**src/rtl/burst_sched_pkg.sv**
```systemverilog
// Shared definitions for the burst scheduler.
// Holds the FSM state enum, error code values, the counter width,
// the fixed arm timeout and the default parameter values.
package burst_sched_pkg;

  localparam int unsigned DefNumReq       = 4;
  localparam int unsigned DefWakeLen      = 4;
  localparam int unsigned DefSyncTimeout  = 20000;
  localparam int unsigned DefBurstTimeout = 150000;
  localparam int unsigned DefGuardLen     = 100;

  // Shared timeout counter width and the fixed wait-for-arm window.
  localparam int unsigned CntWidth   = 20;
  localparam int unsigned ArmTimeout = 16;

  typedef enum logic [2:0] {
    StIdle,
    StWake,
    StWaitArm,
    StWaitSync,
    StBurst,
    StGuard
  } state_e;

  localparam logic [1:0] ErrNone  = 2'd0;
  localparam logic [1:0] ErrNoArm = 2'd1;
  localparam logic [1:0] ErrSync  = 2'd2;
  localparam logic [1:0] ErrBurst = 2'd3;

endpackage

```
**src/rtl/rr_arbiter.sv**
```systemverilog
// Round-robin arbiter, purely combinational.
// Ports:
//   i_req   - request vector
//   i_last  - index of the previous winner; search begins at i_last+1 and wraps
//   o_grant - one-hot winner (all-zero when no request)
//   o_idx   - index of the winner
//   o_valid - at least one request present
module rr_arbiter
  import burst_sched_pkg::*;
#(
  parameter int unsigned NUM_REQ = DefNumReq,
  parameter int unsigned IDX_W   = (NUM_REQ > 1) ? $clog2(NUM_REQ) : 1
) (
  input  logic [NUM_REQ-1:0] i_req,
  input  logic [IDX_W-1:0]   i_last,
  output logic [NUM_REQ-1:0] o_grant,
  output logic [IDX_W-1:0]   o_idx,
  output logic               o_valid
);

  int unsigned w_idx;

  always_comb begin
    o_grant = '0;
    o_idx   = '0;
    o_valid = 1'b0;
    w_idx   = 0;
    // k runs 1..NUM_REQ so the previous winner is visited last.
    for (int unsigned k = 1; k <= NUM_REQ; k++) begin
      w_idx = (32'(i_last) + k) % NUM_REQ;
      if (!o_valid && i_req[w_idx]) begin
        o_valid        = 1'b1;
        o_idx          = IDX_W'(w_idx);
        o_grant[w_idx] = 1'b1;
      end
    end
  end

endmodule

```
**src/rtl/burst_scheduler.sv**
```systemverilog
// Burst scheduler: grants one requester at a time the shared
// wake-up / sync / data-clock datapath and supervises each phase.
// Ports:
//   clki         - system clock (rising edge)
//   rst          - synchronous active-high reset
//   req          - per-requester level request
//   wu_valid     - datapath armed after wake-up
//   data_clk_enb - datapath burst-active indication
//   grant        - one-hot owner of the current burst, zero when idle
//   wake_up      - wake-up pulse, WAKE_LEN cycles
//   busy         - high outside IDLE
//   err_pulse    - one-cycle pulse on any timeout
//   err_code     - last error cause, held until the next error or reset
module burst_scheduler
  import burst_sched_pkg::*;
#(
  parameter int unsigned NUM_REQ       = DefNumReq,
  parameter int unsigned WAKE_LEN      = DefWakeLen,
  parameter int unsigned SYNC_TIMEOUT  = DefSyncTimeout,
  parameter int unsigned BURST_TIMEOUT = DefBurstTimeout,
  parameter int unsigned GUARD_LEN     = DefGuardLen
) (
  input  logic               clki,
  input  logic               rst,
  input  logic [NUM_REQ-1:0] req,
  input  logic               wu_valid,
  input  logic               data_clk_enb,
  output logic [NUM_REQ-1:0] grant,
  output logic               wake_up,
  output logic               busy,
  output logic               err_pulse,
  output logic [1:0]         err_code
);

  localparam int unsigned IdxW = (NUM_REQ > 1) ? $clog2(NUM_REQ) : 1;

  // Each threshold is the counter value of the last cycle spent in a state,
  // so a state lasts exactly that many cycles.
  localparam logic [CntWidth-1:0] CntMax   = '1;
  localparam logic [CntWidth-1:0] WakeEnd  = CntWidth'(WAKE_LEN);
  localparam logic [CntWidth-1:0] ArmEnd   = CntWidth'(ArmTimeout - 1);
  localparam logic [CntWidth-1:0] SyncEnd  = CntWidth'(SYNC_TIMEOUT - 1);
  localparam logic [CntWidth-1:0] BurstEnd = CntWidth'(BURST_TIMEOUT - 1);
  localparam logic [CntWidth-1:0] GuardEnd = CntWidth'(GUARD_LEN - 1);

  state_e              r_state;
  logic [CntWidth-1:0] r_cnt;
  logic [NUM_REQ-1:0]  r_grant;
  logic [IdxW-1:0]     r_last;
  logic                r_err_pulse;
  logic [1:0]          r_err_code;
  logic                r_dce;

  state_e              w_state_d;
  logic [NUM_REQ-1:0]  w_grant_d;
  logic [IdxW-1:0]     w_last_d;
  logic                w_err_pulse_d;
  logic [1:0]          w_err_code_d;

  logic [NUM_REQ-1:0]  w_arb_grant;
  logic [IdxW-1:0]     w_arb_idx;
  logic                w_arb_valid;
  logic                w_rise;
  logic                w_fall;

  rr_arbiter #(
    .NUM_REQ (NUM_REQ),
    .IDX_W   (IdxW)
  ) u_rr_arbiter (
    .i_req   (req),
    .i_last  (r_last),
    .o_grant (w_arb_grant),
    .o_idx   (w_arb_idx),
    .o_valid (w_arb_valid)
  );

  assign w_rise = data_clk_enb & ~r_dce;
  assign w_fall = ~data_clk_enb & r_dce;

  always_comb begin
    w_state_d     = r_state;
    w_grant_d     = r_grant;
    w_last_d      = r_last;
    w_err_pulse_d = 1'b0;
    w_err_code_d  = r_err_code;
    unique case (r_state)
      StIdle: begin
        if (w_arb_valid) begin
          w_state_d = StWake;
          w_grant_d = w_arb_grant;
          w_last_d  = w_arb_idx;
        end
      end
      StWake: begin
        if (r_cnt >= WakeEnd) w_state_d = StWaitArm;
      end
      StWaitArm: begin
        if (wu_valid) begin
          w_state_d = StWaitSync;
        end else if (r_cnt >= ArmEnd) begin
          w_state_d     = StGuard;
          w_grant_d     = '0;
          w_err_pulse_d = 1'b1;
          w_err_code_d  = ErrNoArm;
        end
      end
      StWaitSync: begin
        // Edge is tested first so a coincident timeout is not reported.
        if (w_rise) begin
          w_state_d = StBurst;
        end else if (r_cnt >= SyncEnd) begin
          w_state_d     = StGuard;
          w_grant_d     = '0;
          w_err_pulse_d = 1'b1;
          w_err_code_d  = ErrSync;
        end
      end
      StBurst: begin
        if (w_fall) begin
          w_state_d = StGuard;
          w_grant_d = '0;
        end else if (r_cnt >= BurstEnd) begin
          w_state_d     = StGuard;
          w_grant_d     = '0;
          w_err_pulse_d = 1'b1;
          w_err_code_d  = ErrBurst;
        end
      end
      StGuard: begin
        if (r_cnt >= GuardEnd) w_state_d = StIdle;
      end
      default: begin
        w_state_d = StIdle;
        w_grant_d = '0;
      end
    endcase
  end

  always_ff @(posedge clki) begin
    if (rst) begin
      r_state     <= StIdle;
      r_cnt       <= '0;
      r_grant     <= '0;
      r_last      <= IdxW'(NUM_REQ - 1);
      r_err_pulse <= 1'b0;
      r_err_code  <= ErrNone;
      r_dce       <= 1'b0;
    end else begin
      r_state     <= w_state_d;
      r_grant     <= w_grant_d;
      r_last      <= w_last_d;
      r_err_pulse <= w_err_pulse_d;
      r_err_code  <= w_err_code_d;
      r_dce       <= data_clk_enb;
      if (w_state_d != r_state) begin
        r_cnt <= '0;
      end else if (r_cnt != CntMax) begin
        r_cnt <= r_cnt + 1'b1;
      end
    end
  end

  assign grant     = r_grant;
  // The first WAKE cycle is the grant cycle, so wake_up follows grant by one cycle.
  assign wake_up   = (r_state == StWake) && (r_cnt != '0);
  assign busy      = (r_state != StIdle);
  assign err_pulse = r_err_pulse;
  assign err_code  = r_err_code;

endmodule

```
**config.mk**
```make
export PLATFORM = sky130hd
export DESIGN_NAME = burst_scheduler
export DESIGN_NICKNAME = d
export VERILOG_FILES = /design/src/rtl/burst_sched_pkg.sv /design/src/rtl/rr_arbiter.sv /design/src/rtl/burst_scheduler.sv
export SDC_FILE = /design/constraint.sdc
export NUM_CORES = 1
export LEC_CHECK = 0
export CAP_MARGIN = 20
export CORE_MARGIN = 4
export CORE_UTILIZATION = 59
export CTS_BUF_LIST = sky130_fd_sc_hd__clkbuf_16
export DETAILED_ROUTE_END_ITERATION = 8
export GPL_TIMING_DRIVEN = 0
export PLACE_DENSITY = 0.87
export SKIP_LAST_GASP = 1
export SYNTH_ARGS = -nofsm -noshare
export SYNTH_HDL_FRONTEND = slang
export SYNTH_SLANG_ARGS = --single-unit
```
**constraint.sdc**
```tcl
create_clock -name clki -period 9.8 [get_ports clki]
set_clock_uncertainty 0.15 [all_clocks]
set_input_delay 1.96 -clock clki [delete_from_list [all_inputs] [get_ports clki]]
set_output_delay 1.96 -clock clki [all_outputs]
set_load 0.05 [all_outputs]
```
# ---- Word-level counts from Yosys, hierarchy flattened
# Cells that the tools add are included.
dict set report word_totals {
  output_inout_bits 9
  ff_bits 33
  inputBits 8
  rom_bits 0
  elab_cells 128
  latch_bits 0
  ramBits 0
  n_memories 0
}
dict set report op_classes {
  muxes 60
  shifts 0
  n_mul 0
  add_sub_neg 5
  n_bitwise 8
  n_eq_ne 15
  order_cmp 13
  div 0
  reduce_logical 20
}
# cell n
set op_table {}
lappend op_table {{2-to-1 mux 4 bit} 11}
lappend op_table {{2-to-1 mux 3 bit} 9}
lappend op_table {{adder 20 x 1 -> 20 bit, second input constant} 1}
lappend op_table {{greater-or-equal comparator 20 x 15 -> 1 bit, second input constant} 1}
lappend op_table {{greater-or-equal comparator 20 x 18 -> 1 bit, second input constant} 1}
lappend op_table {{greater-or-equal comparator 20 x 3 -> 1 bit, second input constant} 1}
lappend op_table {{greater-or-equal comparator 20 x 4 -> 1 bit, second input constant} 1}
lappend op_table {{greater-or-equal comparator 20 x 7 -> 1 bit, second input constant} 1}
lappend op_table {{2-to-1 mux 2 bit} 10}
lappend op_table {{!= test 20 bit, second input constant} 1}
lappend op_table {{case mux 4 bit (5 select lines)} 1}
lappend op_table {{nonzero test 20 bit} 1}
lappend op_table {{2-to-1 mux 1 bit} 18}
lappend op_table {{case mux 3 bit (6 select lines)} 1}
lappend op_table {{AND reduction 7 bit} 2}
lappend op_table {{< comparator 2 x 3 -> 1 bit, second input constant} 4}
lappend op_table {{!= test 2 bit, second input constant} 6}
lappend op_table {{OR 4 bit} 3}
lappend op_table {{binary-select mux 1 bit (select 2 bit)} 4}
lappend op_table {{demux 1 bit (select 2 bit)} 4}
lappend op_table {{greater-or-equal comparator 2 x 1 -> 1 bit, second input constant} 4}
lappend op_table {{logical AND 1 bit} 8}
lappend op_table {{== test 3 x 2 -> 1 bit, second input constant} 2}
lappend op_table {{== test 3 bit, second input constant} 2}
lappend op_table {{other kinds (15)} 24}

# ---- Logic depth before layout (Yosys ltp)
# Gate-level depths: netlist of run 1.
dict set report logic_depth {
  ltp_word 17
  depth_mapped 11
  ltp_nobuf 9
}

# ---- Modules after synthesis
# Synthesis of run 1 repeated with hierarchy kept, for this count alone.
dict set report hier_totals {
  cells_unflattened 319
  hier_area_um2 2513.7
}
# mod area_each_um2 cells_each seq_area_each_um2 n_inst
set modules_own_cells {}
lappend modules_own_cells {burst_scheduler 1884.3 233 660.6 1}
lappend modules_own_cells {rr_arbiter 629.4 86 0.0 1}

# ---- Least setup slack after synthesis of run 1
# OpenSTA, ideal clock, no wires.
dict set report synth_path {
  kind {flip-flop to output port}
  start {register r_cnt[15]}
  end {output wake_up}
  n_path_buf 1
  slack_ps 5574
  t_arrival_ps 2116
  path_stages_with_launch 6
  path_cell_list {dfxtp_1 -> buf_6 -> or4_4 -> or4_4 -> nor2_1 -> a21boi_0}
}
dict set report synth_between {
  elab_chain_len 2
}
# element line_no
set synth_rtl {}
lappend synth_rtl {{start, declared} burst_scheduler.sv:47} ;# logic [CntWidth-1:0] r_cnt;
lappend synth_rtl {{start signal, assigned} burst_scheduler.sv:158} ;# r_cnt <= r_cnt + 1'b1;
lappend synth_rtl {{nonzero test 20 bit} burst_scheduler.sv:165} ;# assign wake_up = (r_state == StWake) && (r_cnt != '0);
lappend synth_rtl {{logical AND 1 bit} burst_scheduler.sv:165}
lappend synth_rtl {{end, declared} burst_scheduler.sv:29} ;# output logic wake_up,
# Every way passes these cells.

# ---- Worst setup path after layout of run 1
# Ends and elaborated chain as after synthesis.

==> results of run 1 <==
routing by layer:
layer | GRT usage [%] | vias to the layer above | wire [um]
li1 | - | 1023 | -
met1 | 26.7 | 981 | 2250
met2 | 35.3 | 56 | 2340
met3 | 3.62 | 12 | 195
met4 | 11.1 | 0 | 122
met5 | 0 | - | 0
cell usage in the layout, fill, tap and decap left out, drive strengths merged, types with 4 or more instances in the layout:
master / instances
a21oi: 5
a221o: 4
a221oi: 7
and3: 4
and4: 4
buf: 7
clkbuf: 15
clkdlybuf4s50: 16
dfxtp: 33
ha: 10
inv: 6
mux2i: 4
mux4: 4
nand2: 18
nand2b: 6
nand3: 12
nand4: 6
nor2: 14
nor2b: 10
nor3: 28
nor4: 9
o21ai: 8
or4: 5
xnor2: 7
xor2: 9
area by class of cell:
class	instances	area share, %
multi-input combinational	203	56.4
sequential	33	25.6
timing repair buffer	16	6.21
clock buffer	5	4.85
buffer	17	3.30
tap	48	2.33
inverter	6	0.873
clock inverter	3	0.485
power by group:
group / switching [mW] / internal, mW
sequential: 0.0183 / 0.150
combinational: 0.134 / 0.0921
clock: 0.0562 / 0.0917
logic make-up (layout without fill, tap and decap cells):
kind of cell	after synthesis	in the layout	share of synthesized area, %
muxes	8	8	5.86
DFF	33	33	29.7
xor gates and xnor gates	16	16	6.64
buffers and inverters	23	47	4.84
AOI/OAI and AO/OA	43	43	14.6
adders and majority gates	10	10	5.63
and+or+nand+nor	126	126	32.7
flip-flops by register name (all words and copies together) (netlist names):
name / cells
err_pulse: 1
r_last: 2
r_dce: 1
r_cnt: 20
grant: 4
err_code: 2
r_state: 3
critical path, stage by stage, from the launching register on:
cell	delay, ns
dfxtp_1	0.30
buf_6	0.13
or4_4	0.56
or4_4	0.55
nor2_1	0.21
a21boi_0	0.13
clkdlybuf4s50_1	0.71
metrics by stage:
step                      total power, mW  worst slack (ns)
after floorplan                     0.340              5.57
after global placement              0.390              5.11
after detailed placement            0.394              5.06
after CTS                           0.542              4.82
after global routing                0.573              4.75
final                               0.542              4.83
final timing paths:
| kind | endpoint | startpoint | slack, ns |
|---|---|---|---|
| max | wake_up | r_cnt[15]$_SDFFE_PP0P_ | 4.83 |
| min | grant[1]$_SDFFE_PP0P_ | grant[1]$_SDFFE_PP0P_ | 0.34 |
| min reg2reg | grant[1]$_SDFFE_PP0P_ | grant[1]$_SDFFE_PP0P_ | 0.34 |
| max reg2reg | r_cnt[19]$_SDFFE_PP0P_ | r_last[0]$_SDFFE_PP1P_ | 6.28 |
==> summary.md, run 1 <==
| Metric | Value |
|---|---|
| Longest Clk Path Bufs | 2 |
| DR WL/cell | about 15 um |
| Max-cap violations | 0 |
| Share of layout cells above drive strength 1 | 8.83% |
| Remaining routing DRC violations | 0 |
| Largest net degree at the start of global routing | 11 |
| Crit-path max FO | 8 |
| Row count | 22 |
| PwrDens | between 200 and 250 nW/um^2 |
| Grt total ovfl | 0 |
| CORE AREA | 3660 um^2 |
| Dominant register cell in the synthesized netlist | dfxtp_1 |
| Count leader, synth | dfxtp_1 |
| Cell count after placement | between 300 and 400 |
| Synthesis-stage register bit count | 33 |
| RD Place Congestion | ~0.94 |
| Post-DP HPWL | roughly 3600 um |
| Worst Hold Class | reg2reg |
| Post-synth EDFFs | 0 |
| Vias | between 2000 and 2500 |
| Cts repair resizes | 0 |
| Initial antenna violation count | 0 |
| Setup CP Type | reg2out |
| Setup TNS | 0 ns |
| Clk Latency, worst-skew pair | 0.28 ns |
| Post-CTS repair timing setup buffer count | 0 |
| CP required | between 7 and 8 ns |
| Global-route wire length before repair | 8460 um |
| Pleak | between 0.9 and 1 nW |
| Die height | 69.4 um |
| Register area | around 660 um^2 |
| Worst vdd ir | between 200 and 250 uV |
| Post-synth top area share | between 20 and 30% |
| Multi-input logic area | about 1500 um^2 |
| DRT iter0 DRCs | between 100 and 150 |
| Critical Path End Type | output pin |
| CTS tree | built |
| Sequential share of the synthesized area | just under 30% |
| RSZ-0062 raised after global routing | no |
| I/O pin count | 17 |
| FILL cells | 289 |
| Min Clock Period, post-route | between 4 and 5 ns |
| Worst setup SP type | register |
| Synth Instances | approximately 260 |
| Layout overhead on the synthesized area | 16.1% |
| Top cell type by total area after synthesis | dfxtp_1 |
| Tot GR Track Use | a little over a fifth |
| Die W | ~69 um |
| Relative slew slack | between 30% and 40% |
| Async S/R FF share, synth | 0% |
| Diode count | 0 |
| Fmax achieved | 201 MHz |
| PortBufs | 16 |
| Syn Area/Cell | between 8 and 9 um^2 |
| Final Net Count | 300 |
| Synthesized cell area | between 2000 and 2500 um^2 |
| Vias per inst | roughly 6.3 |
| Clk root buf | clkbuf_16 |
| Final setup violation count | 0 |
| Vias in the first global route | around 1900 |
| Initial Utilization | 60.7% |
| Routed wire length | 4910 um |
| Crit share post-route | 50.7% |
| Die ar. | 4810 um^2 |
| Finished Core Util | a little over two thirds |
| Hold slack final | 0.338 ns |
| H-tree Lvls | 2 |
| Commonest cells in the netlist | dfxtp_1, nor3_1, nand2_1 |
| Synth unique cells | 53 |
| Non-Filler Cell Area, Final | roughly 2600 um^2 |
| Most area-consuming cells after synthesis | dfxtp_1, nor3_1, ha_1, mux4_2, xor2_1 |
| Worst EP arrival | between 2 and 3 ns |
| Hold_buf cts | 0 |
| Clock transition at path regs | 0.05 ns |
| First-pass DRT Iterations | 4 |
| Placed Area | around 2400 um^2 |
| Warnings, synthesis | 0 |
| Endpoints failing hold | 0 |
| Hold Path Stages | 1 |
| Antenna Nets Post-Route | 0 |
| Clock sinks | 33 |
| TritonCTS buffer count | 5 |
| Least-Margin Pin Slew | 1.02 ns |
| Post-Layout Cell Count | between 300 and 400 |
| Cells on worst reg2reg path | 11 |
| Fin. max-slew vios | 0 |
| Post-Syn Nets | about 280 |
| Outcome | completed |
No activity file was read; power rests on OpenSTA's default activity.
==> run 2, diff against run 1 <==
--- a/config.mk
+++ b/config.mk
@@ -7,11 +7,11 @@
 export LEC_CHECK = 0
 export CAP_MARGIN = 20
 export CORE_MARGIN = 4
-export CORE_UTILIZATION = 59
+export CORE_UTILIZATION = 58
 export CTS_BUF_LIST = sky130_fd_sc_hd__clkbuf_16
 export DETAILED_ROUTE_END_ITERATION = 8
 export GPL_TIMING_DRIVEN = 0
-export PLACE_DENSITY = 0.87
+export PLACE_DENSITY = 0.86
 export SKIP_LAST_GASP = 1
 export SYNTH_ARGS = -nofsm -noshare
 export SYNTH_HDL_FRONTEND = slang
==> constraint.sdc (replaced) <==
create_clock -name clki -period 5.05 [get_ports clki]
set_clock_uncertainty 0.15 [all_clocks]
set_input_delay 1.01 -clock clki [delete_from_list [all_inputs] [get_ports clki]]
set_output_delay 1.01 -clock clki [all_outputs]
set_load 0.05 [all_outputs]
==> summary.md, run 2 (synthesis gave the netlist of run 1 again) <==
| Metric | Value |
|---|---|
| Outcome | completed |
| Met1 GRT Util | 27.7% (+1.0 points) |
| RD Place Congestion | 0.996 (+6.2%) |
| Longest Clk Path Bufs | 2 (unchanged) |
| Hold_buf cts | 0 (unchanged) |
| Fin. max-slew vios | 0 (unchanged) |
| Largest Register | r_cnt |
| R2R Setup Slk | 1.44 ns (-4.84 ns) |
| H-tree Lvls | 2 (unchanged) |
| Final setup violation count | 0 (unchanged) |
| GR Util met3 | 4.89% (+1.3 points) |
| Initial antenna violation count | 0 (unchanged) |
| Cells on worst reg2reg path | 11 (unchanged) |
| Post-CTS repair timing setup buffer count | 0 (unchanged) |
| TritonCTS buffer count | 5 (unchanged) |
| CTS tree | built |
| First-pass DRT Iterations | 4 (unchanged) |
| Dpl ws | 1.20 ns (-3.86 ns) |
| Initial Utilization | 60.2% (-0.45 points) |
| Critical Path End Type | output pin |
| Vias per inst | 6.41 (+2.4%) |
| Post-Layout Cell Count | 331 (unchanged) |
| Power Total | 1.12 mW (+110%) |
| Remaining routing DRC violations | 0 (unchanged) |
| Routed wire length | 5280 um (+7.7%) |
| Number of flip-flops under the largest register name | 20 (unchanged) |
| Worst EP arrival | 2.89 ns (+0.03 ns) |
| CP cell instances | buf_6 -> or4_4 -> or4_4 -> nor2_1 -> a21boi_0 -> clkdlybuf4s50_1 |
| Clk root buf | clkbuf_16 |
| Fmax achieved | about 250 MHz |
| Tot GR Track Use | 22.8% (+1.4 points) |
| Antenna Nets Post-Route | 0 (unchanged) |
| PwrDens | 429 nW/um^2 (+100%) |
| Cts repair resizes | 0 (unchanged) |
| DRT iter0 DRCs | 266 (+82%) |
| Hold slack final | 0.344 ns (+0.00587 ns) |
| Most common cell after layout, fill and taps aside | dfxtp_1 |
| Die W | 69.9 um (+0.76%) |
| DR WL/cell | 16.0 um (+7.7%) |
| Relative slew slack | 27.3% (-3.5 points) |
| Non-Filler Cell Area, Final | 2610 um^2 (+0.97%) |
| Most frequent cells in the layout | dfxtp_1, nor3_1, nand2_1 |
| Clk Latency, worst-skew pair | 0.28 ns (about the same) |
| Max-cap violations | 0 (unchanged) |
| Crit-path max FO | 8 (unchanged) |
| Worst vdd ir | 339 uV (+67%) |
| Least-Margin Pin Slew | 1.08 ns (+0.0523 ns) |
| Finished Core Util | 70.6% (+0.15 points) |
| RSZ-0062 raised after global routing | no |
| Cell count after placement | 323 (unchanged) |
| Critical path's largest stage delay | 0.71 ns (about the same) |
| Row count | 22 (unchanged) |
| Worst setup SP type | register |
| Post-DP HPWL | 3780 um (+6.1%) |
| Crit share post-route | around 80% |
| Setup CP Type | reg2out |
| PortBufs | 16 (unchanged) |
| Endpoints failing hold | 0 (unchanged) |
| Grt met2 use | 39.1% (+3.9 points) |
| GRT busiest layer | met2 |
| Global-route wire length before repair | 9200 um (+8.8%) |
| Die height | 69.9 um (+0.76%) |
| Final Worst Setup Slack | 0.997 ns (-3.83 ns) |
| Worst Hold Class | reg2reg |
| Vias in the first global route | 2056 (+7.5%) |
| Final Net Count | 300 (unchanged) |
| Pleak | 0.976 nW (+1.5%) |
| I/O pin count | 17 (unchanged) |
| Die ar. | 4890 um^2 (+1.5%) |
| Layout overhead on the synthesized area | 17.2% |
| Crit-path slowest cell | clkdlybuf4s50_1 |
| Largest net degree at the start of global routing | 11 (unchanged) |
| CP required | 3.89 ns (-3.80 ns) |
| Clock transition at path regs | 0.05 ns (about the same) |
| Clock sinks | 33 (unchanged) |
| Placed Area | 2440 um^2 (unchanged) |
| Setup TNS | 0 ns (unchanged) |
| Vias | 2122 (+2.4%) |
| Grt total ovfl | 0 (unchanged) |
| Hold Path Stages | 1 (unchanged) |
| Share of layout cells above drive strength 1 | 8.83% (unchanged) |
| Worst path most repeated cell | or4_4 |
| Min Clock Period, post-route | roughly 4.1 ns |
| CORE AREA | 3690 um^2 (+0.75%) |
| Diode count | 0 (unchanged) |
run 2: final timing paths:
path | startpoint | end
max | r_cnt[15]$_SDFFE_PP0P_ | wake_up
max reg2reg | r_last[0]$_SDFFE_PP1P_ | r_cnt[18]$_SDFFE_PP0P_
min | grant[1]$_SDFFE_PP0P_ | grant[1]$_SDFFE_PP0P_
min reg2reg | grant[1]$_SDFFE_PP0P_ | grant[1]$_SDFFE_PP0P_
run 2: report_power, final:
group	internal [mW]	leakage, nW	switching [mW]
Sequential	0.290	0.268	0.0349
Combinational	0.180	0.625	0.270
Clock	0.229	0.0826	0.113
run 2: layout make-up:
type	instances	area (um^2)
clock inverter	3	37.5
clock buffer	5	125
sequential	33	661
buffer	17	85.1
multi-input combinational	203	1450
tap	48	60.1
fill	290	1080
timing repair buffer	16	160
inverter	6	22.5
run 2: worst max-delay path: cells and delay by family (launching register included):
| family | cells | cell delay [ns] |
|---|---|---|
| AO/OA/AOI/OAI | 1 | 0.13 |
| AND/OR/NAND/NOR | 3 | 1.33 |
| buffers and inverters | 2 | 0.84 |
| flip-flops | 1 | 0.31 |
run 2: per-layer routing:
layer,routed length [um],vias up,share of wire [%]
met5,0,-,0
met3,289,13,5.5
li1,-,1024,-
met2,2580,80,49
met1,2320,1005,44
met4,98,0,1.9
==> run 3, diff against run 2 <==
==> constraint.sdc (replaced) <==
create_clock -name clki -period 4.2 [get_ports clki]
set_clock_uncertainty 0.15 [all_clocks]
set_input_delay 0.84 -clock clki [delete_from_list [all_inputs] [get_ports clki]]
set_output_delay 0.84 -clock clki [all_outputs]
set_load 0.05 [all_outputs]
==> results of run 3 <==
Same layout as run 2 (identical final DEF). Status: completed.
Main changes from that run: setup slack after placement 1.20 ns -> 0.517 ns; setup slack after layout 0.997 ns -> 0.317 ns; register-to-register setup slack 1.44 ns -> 0.59 ns; total power 1.12 mW -> 1.34 mW; worst IR drop on VDD 339 uV -> 408 uV
